==> config.mk <==
export PLATFORM = sky130hd
export DESIGN_NAME = block_cmp_seq
export DESIGN_NICKNAME = d
export VERILOG_FILES = /design/src/rtl/block_cmp_seq.sv
export SDC_FILE = /design/constraint.sdc
export NUM_CORES = 1
export LEC_CHECK = 0
export ABC_AREA = 1
export CAP_MARGIN = 20
export CORE_UTILIZATION = 45
export CTS_BUF_LIST = sky130_fd_sc_hd__clkbuf_2
export DETAILED_ROUTE_END_ITERATION = 10
export GPL_TIMING_DRIVEN = 0
export PLACE_DENSITY = 0.82
export SETUP_SLACK_MARGIN = 0.1
export SYNTH_ARGS = -nofsm -noshare
export SYNTH_HDL_FRONTEND = slang
export SYNTH_SLANG_ARGS = --single-unit
==> constraint.sdc <==
create_clock -name clk -period 2.66 [get_ports clk]
set_input_delay 0.532 -clock clk [delete_from_list [all_inputs] [get_ports clk]]
set_output_delay 0.532 -clock clk [all_outputs]
set_load 0.1 [all_outputs]
==> src/rtl/block_cmp_seq.sv <==
// -----------------------------------------------------------------------------
// block_cmp_seq
//
// Sequencer for the Z80 block-compare instructions CPI, CPD, CPIR and CPDR.
// After a start pulse it fetches (HL) over a request/acknowledge read port.
// It then steers the shared ALU through three operations: the compare
// A - (HL), the HL increment or decrement, and the BC decrement. The
// repeating forms loop back to the read until a match is found, BC reaches
// zero, or an interrupt (break_req) is pending between iterations. Final HL,
// BC and F are held on the outputs for the core register file.
//
// The ALU belongs to this block only while busy=1. The core multiplexes the
// ALU inputs on busy. Every alu_* output is decoded from registered state
// only, so there is no combinational loop through the shared ALU.
//
// Memory read handshake: mem_rd is raised in S_READ and held until a cycle
// in which mem_ack=1 is sampled; mem_data is taken in that same cycle. An
// ack in the first S_READ cycle is legal. mem_addr is valid while mem_rd=1.
//
// Ports
//   clk, reset            clock, synchronous active-high reset
//   start, dir, rep       start pulse (sampled in S_IDLE), HL direction,
//                         repeating form
//   break_req             interrupt pending, stops a repeat between iterations
//   a_reg, hl_in, bc_in,
//   flags_in              operands latched at start
//   mem_rd, mem_addr,
//   mem_ack, mem_data     read port
//   alu_mode, alu_op_a,
//   alu_op_b, alu_flags   shared ALU controls and operands
//   alu_data, alu_fout    shared ALU results
//   hl_out, bc_out,
//   flags_out             working/final register values
//   busy, done            activity flag and one-cycle completion pulse
//   rep_pending, rd_err   completion status, valid with done
//   dbg_state_o           current FSM state, for debug and checkers
// -----------------------------------------------------------------------------
module block_cmp_seq #(
  parameter int                        RD_TIMEOUT     = 255,
  parameter int                        ALU_MODE_WIDTH = 3,
  parameter logic [ALU_MODE_WIDTH-1:0] ALU_MODE_CPB   = ALU_MODE_WIDTH'(4),
  parameter logic [ALU_MODE_WIDTH-1:0] ALU_MODE_INC   = ALU_MODE_WIDTH'(1),
  parameter logic [ALU_MODE_WIDTH-1:0] ALU_MODE_DEC   = ALU_MODE_WIDTH'(2)
) (
  input  logic                      clk,
  input  logic                      reset,
  input  logic                      start,
  input  logic                      dir,
  input  logic                      rep,
  input  logic                      break_req,
  input  logic [7:0]                a_reg,
  input  logic [15:0]               hl_in,
  input  logic [15:0]               bc_in,
  input  logic [5:0]                flags_in,
  output logic                      mem_rd,
  output logic [15:0]               mem_addr,
  input  logic                      mem_ack,
  input  logic [7:0]                mem_data,
  output logic [ALU_MODE_WIDTH-1:0] alu_mode,
  output logic [15:0]               alu_op_a,
  output logic [15:0]               alu_op_b,
  output logic [5:0]                alu_flags,
  input  logic [15:0]               alu_data,
  input  logic [5:0]                alu_fout,
  output logic [15:0]               hl_out,
  output logic [15:0]               bc_out,
  output logic [5:0]                flags_out,
  output logic                      busy,
  output logic                      done,
  output logic                      rep_pending,
  output logic                      rd_err,
  output logic [2:0]                dbg_state_o
);

  // Flag bit positions inside the 6-bit F image.
  localparam int FLAG_IDX_C  = 0;
  localparam int FLAG_IDX_N  = 1;
  localparam int FLAG_IDX_PV = 2;
  localparam int FLAG_IDX_H  = 3;
  localparam int FLAG_IDX_Z  = 4;
  localparam int FLAG_IDX_S  = 5;

  localparam logic [15:0] TMO_LIMIT = 16'(RD_TIMEOUT);
  localparam bit          TMO_EN    = (RD_TIMEOUT != 0);

  typedef enum logic [2:0] {
    S_IDLE = 3'd0,
    S_READ = 3'd1,
    S_CMP  = 3'd2,
    S_HL   = 3'd3,
    S_BC   = 3'd4,
    S_DONE = 3'd5
  } state_t;

  state_t      state_q, state_d;
  logic        dir_q, dir_d;
  logic        rep_q, rep_d;
  logic [7:0]  a_q, a_d;
  logic [7:0]  data_q, data_d;
  logic [5:0]  fin_q, fin_d;       // F as latched at start
  logic [15:0] hl_q, hl_d;
  logic [15:0] bc_q, bc_d;
  logic [5:0]  fout_q, fout_d;     // F presented on flags_out
  logic        s_q, s_d;           // compare results
  logic        z_q, z_d;
  logic        h_q, h_d;
  logic [15:0] tmo_q, tmo_d;       // cycles spent waiting in S_READ
  logic        rep_pend_q, rep_pend_d;
  logic        rd_err_q, rd_err_d;

  logic        bc_nz;
  logic        repeat_ok;

  // A repeat is wanted when no match was found and BC is still non-zero
  // after this iteration's decrement. The new BC is the ALU result in S_BC.
  assign bc_nz     = (alu_data != 16'h0000);
  assign repeat_ok = rep_q && !z_q && bc_nz;

  always_comb begin
    state_d    = state_q;
    dir_d      = dir_q;
    rep_d      = rep_q;
    a_d        = a_q;
    data_d     = data_q;
    fin_d      = fin_q;
    hl_d       = hl_q;
    bc_d       = bc_q;
    fout_d     = fout_q;
    s_d        = s_q;
    z_d        = z_q;
    h_d        = h_q;
    tmo_d      = tmo_q;
    rep_pend_d = rep_pend_q;
    rd_err_d   = rd_err_q;

    mem_rd     = 1'b0;
    mem_addr   = 16'h0000;
    alu_mode   = ALU_MODE_CPB;
    alu_op_a   = 16'h0000;
    alu_op_b   = 16'h0000;
    alu_flags  = 6'h00;
    busy       = 1'b1;
    done       = 1'b0;

    case (state_q)
      S_IDLE: begin
        busy = 1'b0;
        if (start) begin
          dir_d      = dir;
          rep_d      = rep;
          a_d        = a_reg;
          hl_d       = hl_in;
          bc_d       = bc_in;
          fin_d      = flags_in;
          fout_d     = flags_in;
          tmo_d      = 16'h0000;
          rep_pend_d = 1'b0;
          rd_err_d   = 1'b0;
          state_d    = S_READ;
        end
      end

      S_READ: begin
        mem_rd    = 1'b1;
        mem_addr  = hl_q;
        alu_flags = fin_q;
        // An ack wins over a timeout expiring in the same cycle.
        if (mem_ack) begin
          data_d  = mem_data;
          state_d = S_CMP;
        end else if (TMO_EN && ((tmo_q + 16'd1) == TMO_LIMIT)) begin
          rd_err_d = 1'b1;
          fout_d   = fin_q;
          state_d  = S_DONE;
        end else begin
          tmo_d = tmo_q + 16'd1;
        end
      end

      S_CMP: begin
        alu_mode  = ALU_MODE_CPB;
        alu_op_a  = {8'h00, a_q};
        alu_op_b  = {8'h00, data_q};
        alu_flags = fin_q;
        s_d       = alu_fout[FLAG_IDX_S];
        z_d       = alu_fout[FLAG_IDX_Z];
        h_d       = alu_fout[FLAG_IDX_H];
        state_d   = S_HL;
      end

      S_HL: begin
        alu_mode  = dir_q ? ALU_MODE_DEC : ALU_MODE_INC;
        alu_op_a  = hl_q;
        alu_flags = fin_q;
        hl_d      = alu_data;
        state_d   = S_BC;
      end

      S_BC: begin
        alu_mode  = ALU_MODE_DEC;
        alu_op_a  = bc_q;
        alu_flags = fin_q;
        bc_d      = alu_data;
        fout_d[FLAG_IDX_S]  = s_q;
        fout_d[FLAG_IDX_Z]  = z_q;
        fout_d[FLAG_IDX_H]  = h_q;
        fout_d[FLAG_IDX_PV] = bc_nz;
        fout_d[FLAG_IDX_N]  = 1'b1;
        fout_d[FLAG_IDX_C]  = fin_q[FLAG_IDX_C];
        if (repeat_ok && !break_req) begin
          tmo_d   = 16'h0000;
          state_d = S_READ;
        end else begin
          // Tell the core the repeat was cut short so it can rewind PC.
          rep_pend_d = repeat_ok;
          state_d    = S_DONE;
        end
      end

      S_DONE: begin
        done    = 1'b1;
        state_d = S_IDLE;
      end

      default: begin
        state_d = S_IDLE;
      end
    endcase
  end

  always_ff @(posedge clk) begin
    if (reset) begin
      state_q    <= S_IDLE;
      dir_q      <= 1'b0;
      rep_q      <= 1'b0;
      a_q        <= 8'h00;
      data_q     <= 8'h00;
      fin_q      <= 6'h00;
      hl_q       <= 16'h0000;
      bc_q       <= 16'h0000;
      fout_q     <= 6'h00;
      s_q        <= 1'b0;
      z_q        <= 1'b0;
      h_q        <= 1'b0;
      tmo_q      <= 16'h0000;
      rep_pend_q <= 1'b0;
      rd_err_q   <= 1'b0;
    end else begin
      state_q    <= state_d;
      dir_q      <= dir_d;
      rep_q      <= rep_d;
      a_q        <= a_d;
      data_q     <= data_d;
      fin_q      <= fin_d;
      hl_q       <= hl_d;
      bc_q       <= bc_d;
      fout_q     <= fout_d;
      s_q        <= s_d;
      z_q        <= z_d;
      h_q        <= h_d;
      tmo_q      <= tmo_d;
      rep_pend_q <= rep_pend_d;
      rd_err_q   <= rd_err_d;
    end
  end

  assign hl_out      = hl_q;
  assign bc_out      = bc_q;
  assign flags_out   = fout_q;
  assign rep_pending = rep_pend_q;
  assign rd_err      = rd_err_q;
  assign dbg_state_o = state_q;

endmodule

# == Yosys cells after proc, flatten, opt, wreduce, memory -nomap -nowiden ==
# Cells that the tools add are included.
# totals
ff_bits,86
inputBits,83
out_inout_bits,103
wordCells,83
# classes
addsub,1
eq_ne,13
muxes,33
reduce_logical,21
# ops
operator,n
16-bit 2-to-1 mux,7
16-bit case mux with 3 select lines,2
16-bit case mux with 2 select lines,2
6-bit 2-to-1 mux,4
6-bit case mux with 3 select lines,1
16-bit by 1-bit adder with 16-bit output (second input constant),1
16-bit by 8-bit equality test with 1-bit output (second input constant),1
16-bit nonzero test,1
3-bit case mux with 5 select lines,1
3-bit 2-to-1 mux,4
2-bit != test (second input constant),6
2-bit AND reduction,5
8-bit 2-to-1 mux,1
4-bit AND reduction,2
1-bit 2-to-1 mux,7
3-bit by 2-bit equality test with 1-bit output (second input constant),2
3-bit equality test (second input constant),2
3-bit case mux with 2 select lines,1
2-bit nonzero test,3
5-bit AND reduction,1
1-bit case mux with 2 select lines,2
4-bit OR reduction,1
3-bit by 1-bit equality test with 1-bit output (second input constant),1
1-bit logical AND,3
6 further kinds,7

# == Depth between registers and ports, before layout ==
# depth
word_depth,6
depth_mapped,16

# == Worst setup path after synthesis ==
# Ideal clock, no wire load.
# synth_timing
path_type,reg2out
start,"reg state_q[1], in the netlist dbg_state_o[1]"
end,out alu_mode[1]
t_arrival_ns,3.806
required_time_ns,2.128
setup_slack_ns,-1.678
path_stages_with_launch,6
n_path_buf,1
path_cell_list,dfxtp_1 > nand2_1 > nor2_1 > clkinv_1 > clkbuf_1 > o21ai_0
# synth_via
elab_chain_len,2
word_cells_on_any_way,3
# synth_lines
item,line,source
from (decl),95,"state_t state_q, state_d;"
from (signal assigned),249,state_q <= state_d;
3-bit equality test or 3-bit by 2-bit equality test with 1-bit output (tied branches),145,case (state_q)
3-bit case mux with 2 select lines *,145,
to (decl),59,"output logic [ALU_MODE_WIDTH-1:0] alu_mode,"
# Every way passes the cells marked *; elsewhere a longest branch is shown, timed or not.

# == Final worst setup path ==
# layout_timing
start,"reg state_q[0], in the netlist dbg_state_o[0]"
end,out mem_addr[13]
# layout_via
elab_chain_len,2
# layout_lines
item,line,source
3-bit by 1-bit equality test with 1-bit output,145,
16-bit 2-to-1 mux,145,
to (decl),56,"output logic [15:0] mem_addr,"
# Every way passes these cells.

==> flow_metrics.tcl <==
set metrics [dict create \
    cp_num_cells 9 \
    fin_worst_skew_ps 30.0 \
    fin_cells 1067 \
    synth-seq-cells 86 \
    yosys_warnings 0 \
    finalCritPeriodShare_pct 104 \
    core-area_mm2 0.0102 \
    synth_top_area_share_pct 36.5 \
    slew_headroom_pct 30.2 \
    rsz0062_at_grt "true" \
    num_vias 5949 \
    min_delay_path_depth 2 \
    dieHeight_um 104 \
    max_stage_delay_ps 460 \
    ctsHoldBuffers 0 \
    ys_seq_area_share_pct 36.5 \
    root_buffer "clkbuf_2" \
    yosysTopAreaCell "dfxtp_1" \
    io_buffers 173 \
    cts.htree.levels 3 \
    path_clk_slew_ps 280 \
    drt_iter0_drc 543 \
    antenna_found_initial 0 \
    synthCells 703 \
    slew_violations 0 \
    critPathSlowestCell "dfxtp_4" \
    via_per_inst 5.58 \
    ys.flop_type "dfxtp_1" \
    clk_latency_ps 580 \
    drive_gt1_share_pct 26.2 \
    synth_area_leaders "dfxtp_1, nand2_1, inv_1" \
    violations "setup timing" \
    synth_edf_count 0 \
    fmax_mhz 361 \
    cts_tree "yes" \
    die_w_um 104 \
    ys_types 38 \
    worstMarginPinSlew_ps 1050 \
    stdcell_area_mm2 0.00817 \
    placed_area_mm2 0.00718 \
    power.density_mw_per_mm2 541 \
    critPathMaxFanout 5 \
    gp_congestion 0.893 \
    placedCellCount 1019 \
    grt_overflow 0 \
    setup_viol 16 \
    wl_per_cell_um 18.2 \
    clkSinkCount 86 \
    die-area_mm2 0.0109 \
    grt_pass1_vias 5643 \
    worst_slack_ps -107 \
    dr.pass1.iters 5 \
    layout.nets 1011 \
    initial_core_util_pct 46.1 \
    ant_nets 0 \
    grt_pass1_wl_um 28400 \
    cp.required_ps 2130 \
    grt_start_max_net_pins 17 \
    synth_area_mm2 0.00472 \
    cpLargestDelayFamily "buffers and inverters" \
    hold_violations 0 \
    syn2layout_area_growth_pct 73.2 \
    crit_chain "inv_4 > nor2_1 > inv_1 > nor2_4 > clkinv_4 > buf_8 > buf_12 > nor2_4 > buf_12" \
    status "finished, violations left" \
    cts.path.max_buffers 2 \
    fin_crit_ps 2770 \
    synth-async-reset-ratio_pct 0 \
    hpwl_um 12900 \
    grtUsageTotal_pct 32.9 \
    leakage_nw 3.29 \
    avgSynthCellArea_um2 6.71 \
    hold_path_class "input port to flop" \
    cap_viol_max_count 0 \
    numCtsBuffers 9 \
    fin_util_pct 79.9 \
    diodes 0 \
    drt-total-wl_um 19400 \
    ios 186 \
    drc 0 \
    ff2ff_path_depth 11 \
    arrival_ps 2240 \
    ir_drop_mv 0.508 \
    end_kind "primary output" \
    critPathKind "flop to primary output" \
    critical_path_buf_inv_count 6 \
    row_count 37 \
    start_kind "flop" \
]
## cells by family after synthesis
group,after synthesis,synth area share [%]
XOR/XNOR,3,0.716
AND/OR/NAND/NOR,310,29.7
buffers and inverters,154,13.6
AO/OA/AOI/OAI,147,18.9
flip-flops,86,36.5
adder cells (fa/ha/maj),2,0.530
other,1,0.0795
## cell usage after synthesis, drive strengths merged, types with 3 or more instances
cell type and number:
a31oi 16, nand4 14, o22ai 11, clkbuf 25, o221ai 8, o211ai 8, inv 110, nand3 37
nand2 155, a21oi 54, nor2 98, o21bai 3, o21ai 38, a22oi 6, buf 17, nor3 3
dfxtp 86
## through the flow
step	power, mW	hold slack (ps)	setup TNS (ps)	worst slack (ps)
2_1_floorplan	2.96	430	-3190	-245
3_3_place_gp	3.44	450	-26430	-923
3_5_place_dp	3.47	458	-28050	-998
4_1_cts	4.24	456	0	23.8
5_1_grt	4.55	429	-2100	-140
6_report	4.42	434	-1400	-107
## layer usage
metal / routed length, µm / global-route usage [%] / vias up
met3: 1590 / 4.76 / 90
met1: 7280 / 39.9 / 2772
li1: - / - / 2707
met2: 9570 / 55.7 / 380
met4: 1010 / 18.6 / 0
met5: 0 / 0 / -
## report_power, final
group / switching (mW) / internal [mW] / leakage, nW
Clock: 0.523 / 0.228 / 0.0695
Combinational: 1.56 / 0.609 / 2.51
Sequential: 0.0870 / 1.41 / 0.707
Total: 2.17 / 2.25 / 3.29
## cells in the final DEF (no fill, tap or decap), types with 11 or more instances in the layout
| master | Yosys | routed |
|---|---|---|
| a21oi_1 | 44 | 44 |
| nor2_4 | 6 | 36 |
| nand4_1 | 14 | 14 |
| nand2_1 | 137 | 128 |
| a31oi_1 | 16 | 16 |
| nand3_1 | 32 | 32 |
| buf_4 | 9 | 32 |
| clkdlybuf4s50_1 | 0 | 78 |
| dfxtp_1 | 86 | 83 |
| buf_6 | 1 | 11 |
| buf_12 | 1 | 43 |
| clkbuf_1 | 25 | 18 |
| inv_1 | 109 | 99 |
| o21ai_0 | 37 | 35 |
| dlygate4sd2_1 | 0 | 43 |
| nor2_1 | 83 | 53 |
| nand2_2 | 17 | 24 |
## area by class of cell
| type | instances | area (µm²) |
|---|---|---|
| multi-input cells | 470 | 2910 |
| inverters | 112 | 464 |
| clock inverters | 7 | 80.1 |
| fillers | 631 | 2060 |
| well taps | 136 | 170 |
| plain buffers | 42 | 354 |
| flip-flops and latches | 86 | 1730 |
| repair buffers | 205 | 2420 |
| clock buffers | 9 | 45.0 |
## state kept, by name, summed over array words and instances (netlist names), 3 cells and up
signal	count
a_q	8
bc_out	16
data_q	8
dbg_state_o	3
fin_q	6
flags_out	6
hl_out	16
tmo_q	16
## timing repair
item | 4_1_cts | 5_1_grt
endpoints found under the setup margin | 95 | 50
setup buffers | 15 | 11
cloned | 3 | 3
resized for setup | 462 | 72
pin swaps | 3 | 11
## path summary, 6_finish.rpt
kind | startpoint | endpoint | slack [ps]
min | reset | hl_out[2]$_SDFFE_PP0P_ | 430
max reg2reg | dbg_state_o[0]$_SDFFE_PP0P_ | bc_out[0]$_SDFFE_PP0P_ | 270
min reg2reg | s_q$_SDFFE_PP0P_ | s_q$_SDFFE_PP0P_ | 490
max | dbg_state_o[0]$_SDFFE_PP0P_ | mem_addr[13] | -110
No activity file was read; power rests on OpenSTA's default activity.
